--- src/rtl/pipelined_alu.sv ---
// pipelined_alu: handshaked ALU with registered result and zero flag.
// Single-cycle ops (ADD..SRA) complete one cycle after acceptance.
// Optional macro PIPELINED_ALU_MULDIV_EN adds iterative MUL / DIVU / REMU
// (shift-add multiply, restoring unsigned divide). Without the macro those
// opcodes behave as undefined (result 0, zero_flag 1, one-cycle latency).
module pipelined_alu #(
  parameter int WIDTH   = 32,
  parameter int SHAMT_W = $clog2(WIDTH)
) (
  input  logic             clk,
  input  logic             reset_n,
  input  logic             in_valid,
  output logic             in_ready,
  input  logic [3:0]       alu_op,
  input  logic [WIDTH-1:0] a,
  input  logic [WIDTH-1:0] b,
  output logic             out_valid,
  input  logic             out_ready,
  output logic [WIDTH-1:0] result,
  output logic             zero_flag,
  output logic             busy
);

  localparam logic [3:0] OP_ADD  = 4'b0000;
  localparam logic [3:0] OP_SUB  = 4'b0001;
  localparam logic [3:0] OP_AND  = 4'b0010;
  localparam logic [3:0] OP_OR   = 4'b0011;
  localparam logic [3:0] OP_XOR  = 4'b0100;
  localparam logic [3:0] OP_SLT  = 4'b0101;
  localparam logic [3:0] OP_SLTU = 4'b0110;
  localparam logic [3:0] OP_SLL  = 4'b0111;
  localparam logic [3:0] OP_SRL  = 4'b1000;
  localparam logic [3:0] OP_SRA  = 4'b1001;
  localparam logic [3:0] OP_MUL  = 4'b1010;
  localparam logic [3:0] OP_DIVU = 4'b1011;
  localparam logic [3:0] OP_REMU = 4'b1100;

  localparam logic [1:0] S_IDLE = 2'd0;
  localparam logic [1:0] S_BUSY = 2'd1;
  localparam logic [1:0] S_DONE = 2'd2;

  logic [1:0]       state_q, state_d;
  logic [WIDTH-1:0] result_q, result_d;
  logic             zero_q, zero_d;
  logic             out_valid_q, out_valid_d;
  logic [WIDTH-1:0] alu_res;
  logic [SHAMT_W-1:0] shamt;
  logic             accept;
  logic             start_iter;
  logic             iter_done;
  logic [WIDTH-1:0] iter_res;

  // A new op is taken when idle, or when the pending result leaves this cycle.
  assign in_ready  = (state_q == S_IDLE) || ((state_q == S_DONE) && out_ready);
  assign accept    = in_valid && in_ready;
  assign shamt     = b[SHAMT_W-1:0];
  assign out_valid = out_valid_q;
  assign result    = result_q;
  assign zero_flag = zero_q;

  // Single-cycle result computed straight from the input operands.
  always_comb begin
    // NOTE: every always_comb output gets a default first so no path infers a latch.
    alu_res = '0;
    case (alu_op)
      OP_ADD:  alu_res = a + b;
      OP_SUB:  alu_res = a - b;
      OP_AND:  alu_res = a & b;
      OP_OR:   alu_res = a | b;
      OP_XOR:  alu_res = a ^ b;
      OP_SLT:  alu_res = {{(WIDTH-1){1'b0}}, ($signed(a) < $signed(b))};
      OP_SLTU: alu_res = {{(WIDTH-1){1'b0}}, (a < b)};
      OP_SLL:  alu_res = a << shamt;
      OP_SRL:  alu_res = a >> shamt;
      OP_SRA:  alu_res = $signed(a) >>> shamt;
      OP_MUL, OP_DIVU, OP_REMU: alu_res = '0; // iterative path or undefined
      default: alu_res = '0;
    endcase
  end

`ifdef PIPELINED_ALU_MULDIV_EN
  // Counter runs 0..WIDTH-1 over the datapath steps; the extra value WIDTH is
  // the cycle that transfers the finished value into the result register.
  localparam int              CNT_W    = $clog2(WIDTH + 1);
  localparam logic [CNT_W-1:0] CNT_LAST = CNT_W'(WIDTH);

  logic [CNT_W-1:0] cnt_q, cnt_d;
  logic [3:0]       op_q, op_d;
  logic [WIDTH-1:0] x_q, x_d;     // multiplicand, or dividend shifting into quotient
  logic [WIDTH-1:0] y_q, y_d;     // multiplier, or divisor
  logic [WIDTH-1:0] acc_q, acc_d; // product, or partial remainder
  logic [WIDTH:0]   rem_sh;

  assign start_iter = accept && ((alu_op == OP_MUL) || (alu_op == OP_DIVU) || (alu_op == OP_REMU));
  assign busy       = (state_q == S_BUSY);
  assign iter_done  = (state_q == S_BUSY) && (cnt_q == CNT_LAST);
  assign iter_res   = (op_q == OP_DIVU) ? x_q : acc_q;

  // One shift-add or restoring-subtract step per BUSY cycle.
  always_comb begin
    cnt_d  = cnt_q;
    op_d   = op_q;
    x_d    = x_q;
    y_d    = y_q;
    acc_d  = acc_q;
    rem_sh = '0;
    if (start_iter) begin
      op_d  = alu_op;
      x_d   = a;
      y_d   = b;
      acc_d = '0;
      cnt_d = '0;
    end else if ((state_q == S_BUSY) && (cnt_q != CNT_LAST)) begin
      cnt_d = cnt_q + CNT_W'(1);
      if (op_q == OP_MUL) begin
        if (y_q[0]) acc_d = acc_q + x_q;
        x_d = x_q << 1;
        y_d = y_q >> 1;
      end else begin
        // Divisor 0 always "fits": quotient becomes all ones, remainder a.
        rem_sh = {acc_q, x_q[WIDTH-1]};
        x_d    = x_q << 1;
        if (rem_sh >= {1'b0, y_q}) begin
          rem_sh = rem_sh - {1'b0, y_q};
          x_d[0] = 1'b1;
        end
        acc_d = rem_sh[WIDTH-1:0];
      end
    end
  end

  // Iterative datapath registers.
  always_ff @(posedge clk or negedge reset_n) begin
    if (!reset_n) begin
      cnt_q <= '0;
      op_q  <= '0;
      x_q   <= '0;
      y_q   <= '0;
      acc_q <= '0;
    end else begin
      cnt_q <= cnt_d;
      op_q  <= op_d;
      x_q   <= x_d;
      y_q   <= y_d;
      acc_q <= acc_d;
    end
  end
`else
  assign start_iter = 1'b0;
  assign busy       = 1'b0;
  assign iter_done  = 1'b0;
  assign iter_res   = '0;
`endif

  // Control FSM: IDLE accepts, BUSY iterates, DONE holds the result until taken.
  always_comb begin
    state_d     = state_q;
    result_d    = result_q;
    zero_d      = zero_q;
    out_valid_d = out_valid_q;
    case (state_q)
      S_IDLE, S_DONE: begin
        if ((state_q == S_DONE) && out_ready) begin
          out_valid_d = 1'b0;
          state_d     = S_IDLE;
        end
        if (start_iter) begin
          out_valid_d = 1'b0;
          state_d     = S_BUSY;
        end else if (accept) begin
          result_d    = alu_res;
          zero_d      = (alu_res == '0);
          out_valid_d = 1'b1;
          state_d     = S_DONE;
        end
      end
      S_BUSY: begin
        if (iter_done) begin
          result_d    = iter_res;
          zero_d      = (iter_res == '0);
          out_valid_d = 1'b1;
          state_d     = S_DONE;
        end
      end
      default: state_d = S_IDLE;
    endcase
  end

  // Control and output registers; reset discards any op in flight.
  always_ff @(posedge clk or negedge reset_n) begin
    if (!reset_n) begin
      state_q     <= S_IDLE;
      result_q    <= '0;
      zero_q      <= 1'b0;
      out_valid_q <= 1'b0;
    end else begin
      // NOTE: sequential state uses non-blocking assignments so every flop samples pre-edge values.
      state_q     <= state_d;
      result_q    <= result_d;
      zero_q      <= zero_d;
      out_valid_q <= out_valid_d;
    end
  end

endmodule
--- config.mk ---
export PLATFORM = sky130hd
export DESIGN_NAME = pipelined_alu
export DESIGN_NICKNAME = d
export VERILOG_FILES = /design/src/rtl/pipelined_alu.sv
export SDC_FILE = /design/constraint.sdc
export NUM_CORES = 1
export LEC_CHECK = 0
export BUFFER_PORTS_ARGS = -buffer_cell sky130_fd_sc_hd__buf_2
export CAP_MARGIN = 20
export CORE_UTILIZATION = 25
export CTS_CLUSTER_SIZE = 12
export DETAILED_ROUTE_END_ITERATION = 10
export GPL_TIMING_DRIVEN = 1
export HOLD_SLACK_MARGIN = 0.1
export PLACE_DENSITY = 0.48
export SLEW_MARGIN = 5
export SYNTH_ARGS = -nofsm -noshare
export SYNTH_HDL_FRONTEND = slang
export SYNTH_SLANG_ARGS = --single-unit
export TNS_END_PERCENT = 100
--- constraint.sdc ---
create_clock -name clk -period 2.1 [get_ports clk]
set_clock_uncertainty 0.2 [all_clocks]
set_input_delay 0.315 -clock clk [delete_from_list [all_inputs] [get_ports clk]]
set_output_delay 0.315 -clock clk [all_outputs]
set_load 0.01 [all_outputs]
## After elaboration in Yosys (flattened, before gate mapping)

Cells that the tools add are included.

| word-level totals | value |
|---|---|
| flip-flop bits (word level) | 36 |
| input bits | 72 |
| output and inout bits | 36 |

| operators by class | value |
|---|---|
| $add $sub $neg | 2 |
| $lt $le $gt $ge | 2 |
| eq/ne operators | 12 |
| shift-type cells | 3 |
| multiplexer cells | 6 |
| bitwise logic cells | 4 |
| reductions and logical operators | 11 |

Operator list:

| cell | count |
|---|---|
| $pmux W32 S10 | 1 |
| $lt A32 B32 Y1 | 2 |
| $add A32 B32 Y32 | 1 |
| $and A32 B32 Y32 | 1 |
| $logic_not A32 Y1 | 1 |
| $or A32 B32 Y32 | 1 |
| $shl A32 B5 Y32 | 1 |
| $shr A32 B5 Y32 | 1 |
| $sshr A32 B5 Y32 | 1 |
| $sub A32 B32 Y32 | 1 |
| $xor A32 B32 Y32 | 1 |
| $eq A4 B3 Y1 const B | 4 |
| $eq A4 B2 Y1 const B | 2 |
| $eq A4 B4 Y1 const B | 2 |
| $reduce_and A2 Y1 | 3 |
| $eq A4 B1 Y1 const B | 1 |
| $logic_not A4 Y1 | 1 |
| $mux W2 | 2 |
| $pmux W2 S2 | 1 |
| $ne A3 B3 Y1 const B | 1 |
| $eq A2 B1 Y1 const B | 1 |
| $eq A2 B2 Y1 const B | 1 |
| $logic_and A1 B1 Y1 | 2 |
| $logic_not A2 Y1 | 1 |
| other kinds (5) | 6 |

## Logic depth before layout (Yosys ltp)

Gate-level depths: netlist (run 1).

| logic depth | value |
|---|---|
| depth in word-level cells | 6 |
| mapped depth | 17 |
| gate-level depth less buffers | 15 |

## Worst setup path after synthesis (run 1)

No wires, ideal clock.

| timing path | value |
|---|---|
| path kind | input to register |
| start point | input port b[3] |
| end point | register zero_q (netlist: zero_flag) |
| arrival | 4.092 ns |
| required time | 1.823 ns |
| path slack | -2.268 ns |
| cell stages on the path | 17 |
| path buffers | 4 |
| cells stage by stage | inv_2 -> buf_1 -> buf_1 -> clkbuf_1 -> ha_1 -> buf_2 -> nor2b_1 -> a211oi_2 -> o31a_1 -> o311a_2 -> nor2_1 -> o31ai_1 -> mux2i_1 -> or4b_2 -> nor3_1 -> nand4_1 -> o21ai_1 |

| on the way | value |
|---|---|
| cells in the longest elaborated chain, start to end | 3 |
| elaborated cells between the ends (all ways) | 12 |

RTL lines:

| element | RTL line | text |
|---|---|---|
| from (decl) | 16 | `input logic [WIDTH-1:0] b,` |
| $sub A32 B32 Y32 (tied with other cells) | 67 | `OP_SUB: alu_res = a - b;` |
| $pmux W32 S10 (*) | 65 | `case (alu_op)` |
| $logic_not A32 Y1 (*) | 172 | `zero_d = (alu_res == '0);` |
| to (signal assigned) | 200 | `zero_q <= zero_d;` |
| to (decl) | 44 | `logic zero_q, zero_d;` |

Mark *: on every way between the ends. The rest lies on a longest branch, timed or not.
A chain may end at the register's enable or synchronous reset.

## Worst setup path in the final report (run 1)

| timing path | value |
|---|---|
| start point | input port a[0] |
| end point | register zero_q (netlist: zero_flag) |

| on the way | value |
|---|---|
| cells in the longest elaborated chain, start to end | 3 |
| elaborated cells between the ends (all ways) | 12 |

RTL lines:

| element | RTL line | text |
|---|---|---|
| from (decl) | 15 | `input logic [WIDTH-1:0] a,` |
| $sub A32 B32 Y32 (tied with other cells) | 67 |  |
| $pmux W32 S10 (*) | 65 |  |
| $logic_not A32 Y1 (*) | 172 |  |

Marked as above.

==> impl_results.md, run 1 <==
* Clock sink count at 34
* Final Hold Fails at 0
* Ports at roughly 110
* Finish-stage setup viols at 33
* Commonest non-fill, non-tap cells in the layout: buf_4, nand2_1, nor2_1, buf_6, a21oi_1
* Post-Syn Area at 0.0105 mm2
* Main synth FF type: dfrtp_1
* Avg Cell Area, Syn at around 7.4 um2
* WHS at ~0.16 ns
* CTS Root Cell: clkbuf_16
* Ys async rst share at 1.00
* Slew HR at 0.371
* Total GRT Usage at 0.299
* Crit start category: primary input
* Worst setup EP type: register
* Largest net degree at the start of global routing at 56
* Share of post-route cells with drive strength above 1 at 0.582
* Post-DP HPWL at 53300 um
* Seq/Total Area, Yosys at 0.0809
* Final nets at 2350
* WL/cell at 24.6 um
* Initial Util at 0.256
* Tmin final at 3.58 ns
* Most common cell after layout, fill and taps aside: buf_4
* Footprint of the multi-input gates at 0.0110 mm2
* Yosys cell types at 93
* Fillers at 4058
* Row count at 74
* Placed standard-cell area at 0.0165 mm2
* Via/cell ratio at 5.60
* Leakage power figure at between 9 and 10 nW
* Worst EP arrival at 3.58 ns
* CTS tree: yes
* R2R Setup Slk at -0.55 ns
* RSZ-0062 raised after global routing: yes
* Port bufs at 106
* Setup CP Type: in2reg
* Htree depth at 2
* Yosys warning total at 0
* Clk slew on worst S/H paths at 0.06 ns
* Area of the die at 0.0429 mm2
* Total gr overflow at 0
* Total Wirelength at approximately 67000 um
* Syn_nets at around 1600
* Area grow syn2layout at 90.9%
* Power Density at around 370 mW/mm2
* Fmax at between 200 and 300 MHz
* Antenna violations before repair at 1
* Die height at 207 um
* Max-cap viol count at 0
* Failing checks: DRC, setup timing
* Outcome: finished with violations
* Vias at between 15000 and 20000
* Critical path peak fanout at 3
* DRC at 8
* Max clock buf depth at 2
* First-pass GRT wire length at around 100000 um
* Hold Path Class: in2reg
* DRT Pass-1 Iters at 8
* Iter 0 DRT Violations at about 1200
* Post-route setup slack at -1.48 ns
* Vias in the first global route at 15111
* Worst slew pin tran at 0.934 ns
* Die W at 207 um
* Slew Limit Fails at 0
* Post-synthesis cell count at approximately 1400
* Fin area at 0.0201 mm2
* Clock Latency Late Sink at 0.28 ns
* GPL Wtd Cong at 1.01
* Core ar. at about 0.04 mm2
* FF/Latch Area at 851 um2
* Register bit total from synthesis at 34
* CTS buffer count at 5
* Fin crit share at 1.70
* ANT nets after route at 0
* Final core occ at 0.488
* Max rail drop VDD at 354 uV
* Post-synth EDFFs at 0
* Worst Path Required at 2.11 ns
==> worst paths after layout <==
check | start | endpoint | depth (start not counted)
setup / recovery | a[0] | zero_flag | 17
hold / removal | out_ready | out_valid | 3
setup reg to reg | out_valid | zero_flag | 11
hold reg to reg | result[20] | result[20] | 2
max in group asynchronous | reset_n | result[3] | 2
min in group asynchronous | reset_n | result[26] | 2
==> worst max-delay path, cell delays in order <==
cell      delay (ns)
buf_8           0.10
buf_6           0.11
ha_4            0.16
fa_2            0.38
a21o_1          0.21
a221o_1         0.36
nand3b_1        0.22
a31oi_4         0.17
buf_6           0.17
buf_6           0.11
nand2_4         0.06
nand2b_1        0.07
o22ai_1         0.14
nand4b_1        0.25
nor4_2          0.35
nand4_1         0.22
o21ai_1         0.16
==> sequential cells by signal (all words and copies together), names as in the netlist <==
| register | count |
|---|---|
| out_valid | 1 |
| zero_flag | 1 |
| result | 32 |
==> synthesized netlist by cell type, types with 17 or more instances <==
cell      count  area [um2]
a211oi_1     18         135
a21oi_1      96         480
a221oi_1     21         184
a31oi_1      21         131
buf_2        17        85.1
clkbuf_1     61         229
dfrtp_1      34         851
ha_1         97        1210
inv_1        97         364
mux2_2       40         450
mux2i_1      36         360
mux4_2       43         968
nand2_1     145         544
nand2b_1     22         138
nand3_1      23         115
nor2_1      132         495
nor2b_1      19         119
nor3_1       38         190
o211ai_1     18         135
o21ai_0      96         480
o22ai_1      20         125
==> power breakdown <==
| group | internal [mW] | switching [mW] |
|---|---|---|
| registers | 0.782 | 0.0674 |
| clock network | 0.469 | 0.277 |
| logic | 2.94 | 2.95 |
| total | 4.19 | 3.29 |
==> metal layers <==
| metal | global-route usage | up-vias | share of wire |
|---|---|---|---|
| li1 | - | 6931 | - |
| met1 | 0.402 | 7540 | 0.44 |
| met2 | 0.491 | 589 | 0.46 |
| met3 | 0.0249 | 124 | 0.054 |
| met4 | 0.124 | 0 | 0.053 |
| met5 | 0 | - | 0 |
==> final cells by class <==
type	count	area share
flip-flops and latches	34	0.0424
clock buffers	6	0.00692
well taps	532	0.0332
clock inverters	2	0.000623
repair buffers	851	0.347
inverters	100	0.0219
multi-input cells	1187	0.548
diodes	1	0.000125
==> kinds of logic after synthesis <==
logic type                 synth area share
AOI/OAI and AO/OA                     0.317
other                              0.000357
and+or+nand+nor                       0.213
buffers and inverters                0.0818
muxes                                 0.176
DFF                                  0.0809
adders and majority gates             0.119
xor gates and xnor gates             0.0117
==> per-stage QoR <==
step / std cells / worst slack (ns) / TNS, ns / total power, mW
floorplan: 1424 / -1.36 / -25.52 / 2.96
global placement: 2599 / -2.11 / -47.33 / 5.43
finish: 2713 / -1.48 / -27.30 / 7.48
CTS: 2671 / -1.41 / -26.33 / 6.95
detailed placement: 2599 / -2.07 / -47.99 / 5.45
global route: 2712 / -1.51 / -29.41 / 7.83
==> what timing repair did <==
action                                  4_1_cts  5_1_grt
endpoints found under the setup margin       33       33
resized for setup                           389      196
hold buffers                                  2        0
hold endpoints to repair                     35        0
gates cloned                                  2        2
setup buffers                                70       51
pin swaps                                   108      115
Power figures use the tool's default switching activity.
==> run 2: changes to the inputs <==
- CORE_MARGIN: default -> 3
- CTS_BUF_LIST: default -> sky130_fd_sc_hd__clkbuf_4 sky130_fd_sc_hd__clkbuf_8
==> run 2 against run 1 <==
The flow finishes with violations (setup timing). First-iteration DRC count grew 16%. Global-route usage shrank 1.8 points. Combinational power shrank 6.0%. Non-clock buffer count shrank 37. Worst setup slack gained 0.062 ns. Sequential share of layout area grew 0.23 points. Clock power shrank 31%. Count of clock-buffer cells in the layout grew 1. Total power shrank 7.8%. Critical path depth shrank 1. Largest cell class unchanged.
==> impl_results.md, run 2 (same netlist as run 1, synthesis figures left out) <==
* Slew HR at 0.479 (was 0.371)
* Most common cell after layout, fill and taps aside: buf_4 (unchanged)
* Post-DP HPWL at 52900 um (was 53300 um)
* Crit start category: primary input (unchanged)
* Row count at 74 (unchanged)
* Port bufs at 106 (unchanged)
* Fin crit share at 1.67 (was 1.70)
* Max rail drop VDD at 263 uV (was 354 uV)
* Total gr overflow at 0 (unchanged)
* Clock sink count at 34 (unchanged)
* Antenna violations before repair at 0 (was 1)
* Initial Util at 0.255 (was 0.256)
* RSZ-0062 raised after global routing: yes (unchanged)
* Core ar. at 0.0412 mm2 (was 0.0411 mm2)
* Placed standard-cell area at 0.0164 mm2 (was 0.0165 mm2)
* Slew Limit Fails at 0 (unchanged)
* Crit-path cells: buf_8, buf_6, buf_6, fa_2, nand2b_1, a211oi_2, o31a_1, o311a_4, buf_4, nor2_4, o31ai_2, mux2i_1, or4b_4, nor3_2, nand4_1, o21ai_1 (was buf_8, buf_6, ha_4, fa_2, a21o_1, a221o_1, nand3b_1, a31oi_4, buf_6, buf_6, nand2_4, nand2b_1, o22ai_1, nand4b_1, nor4_2, nand4_1, o21ai_1)
* Critical path peak fanout at 4 (was 3)
* Failing checks: setup timing (was DRC, setup timing)
* CTS Root Cell: clkbuf_8 (was clkbuf_16)
* Vias at 15063 (was 15184)
* Max-cap viol count at 0 (unchanged)
* Fin area at 0.0190 mm2 (was 0.0201 mm2)
* Max incr delay on CP at 0.52 ns (was 0.38 ns)
* Vias in the first global route at 14954 (was 15111)
* Share of post-route cells with drive strength above 1 at 0.547 (was 0.582)
* Die W at 211 um (was 207 um)
* Area of the die at 0.0446 mm2 (was 0.0429 mm2)
* Max reg flops at 32 (unchanged)
* Tmin final at 3.52 ns (was 3.58 ns)
* Tot Pwr at 6.90 mW (was 7.48 mW)
* N_diodes at 0 (was 1)
* Fmax at 284 MHz (was 279 MHz)
* Commonest non-fill, non-tap cells in the layout: buf_4, nand2_1, nor2_1, buf_2, inv_1 (was buf_4, nand2_1, nor2_1, buf_6, a21oi_1)
* CTS tree: yes (unchanged)
* Worst EP arrival at 3.53 ns (was 3.58 ns)
* Outcome: finished with violations (unchanged)
* Htree depth at 2 (unchanged)
* Leakage power figure at 8.77 nW (was 9.06 nW)
* Final Hold Fails at 0 (unchanged)
* Worst Path Required at 2.11 ns (about the same)
* WL/cell at 24.3 um (was 24.6 um)
* Fillers at 4080 (was 4058)
* First-pass GRT wire length at 95400 um (was 97400 um)
* Clk slew on worst S/H paths at 0.07 ns (was 0.06 ns)
* ANT nets after route at 0 (unchanged)
* Largest net degree at the start of global routing at 56 (unchanged)
* Worst slack at placement at -2.01 ns (was -2.07 ns)
* Buf/Inv on CP at 4 (unchanged)
* Most used cell, CP: buf_6 (unchanged)
* DRT Pass-1 Iters at 5 (was 8)
* Post-route setup slack at -1.42 ns (was -1.48 ns)
* Worst slew pin tran at 0.773 ns (was 0.934 ns)
* Die height at 211 um (was 207 um)
* Total Wirelength at 64900 um (was 66700 um)
* Total GRT Usage at 0.281 (was 0.299)
* Iter 0 DRT Violations at 1428 (was 1227)
* Max clock buf depth at 2 (unchanged)
* Ports at 108 (unchanged)
* Via/cell ratio at 5.63 (was 5.60)
* CTS buffer count at 5 (unchanged)
* Area grow syn2layout at 81.1% (was 90.9%)
* DRC at 0 (was 8)
* Slowest CP cell: or4b_4 (was fa_2)
* Finish-stage setup viols at 33 (unchanged)
* Crit-path leading delay family: simple AND/OR/NAND/NOR gates (unchanged)
* Setup CP Type: in2reg (unchanged)
* Power Density at 362 mW/mm2 (was 372 mW/mm2)
* Worst setup EP type: register (unchanged)
* GPL Wtd Cong at 1.02 (was 1.01)
* Clock Latency Late Sink at 0.28 ns (about the same)
* WHS at 0.147 ns (was 0.163 ns)
* Hold Path Class: in2reg (unchanged)
* Final nets at 2313 (was 2350)
run 2: cell count changes in the layout (fill, tap and decap cells not counted), sizes merged:
cell / change
buf: -33
inv: +1
bufbuf: +1
clkinvlp: -2
dlygate4sd3: -1
diode: -1
clkbuf: -3
run 2: metal layers:
layer	vias to the layer above	wire length, um	GRT usage
li1	6842	-	-
met1	7344	27100	0.375
met2	731	29400	0.459
met3	146	4720	0.0380
met4	0	3620	0.113
met5	-	0	0
run 2: area by class of cell:
type,instances,area [um2],share of cell area
tap,532,666,0.0350
inverter,100,410,0.0216
timing repair buffer,814,6430,0.338
clock inverter,1,5.00,0.000263
sequential,34,851,0.0447
clock buffer,7,90.1,0.00473
multi-input combinational,1187,10600,0.556
run 2: per-stage QoR:
stage / TNS, ns / utilization / cells
floorplan: -25.52 / - / 1424
global placement: -45.37 / 0.398 / 2590
detailed placement: -46.02 / 0.398 / 2590
CTS: -26.79 / 0.442 / 2644
global route: -30.68 / 0.462 / 2675
finish: -28.92 / 0.462 / 2675
run 2: what timing repair did:
action | in CTS | in global routing
setup buffers | 45 | 50
setup endpoints to repair | 33 | 33
hold buffers | 1 | 0
gates resized for setup | 288 | 133
cloned | 3 | 0
hold endpoints to repair | 34 | 0
pin swaps | 76 | 99
run 2: final timing paths:
| path | from | endpoint | slack, ns | cells past startpoint |
|---|---|---|---|---|
| setup / recovery | a[1] | zero_flag | -1.42 | 16 |
| hold / removal | in_valid | out_valid | 0.15 | 3 |
| setup reg to reg | out_valid | zero_flag | -0.45 | 11 |
| hold reg to reg | result[8] | result[8] | 0.28 | 2 |
| max in group asynchronous | reset_n | result[11] | 0.77 | 2 |
| min in group asynchronous | reset_n | result[31] | 0.44 | 2 |
run 2: tightest hold or removal path, stage by stage:
cell	delay, ns
buf_2	0.09
buf_4	0.10
nand2b_1	0.09
run 2: power breakdown:
| group | internal [mW] | total [mW] | switching [mW] |
|---|---|---|---|
| registers | 0.781 | 0.850 | 0.0684 |
| clock network | 0.277 | 0.514 | 0.236 |
| logic | 2.72 | 5.53 | 2.81 |
| total | 3.78 | 6.90 | 3.11 |
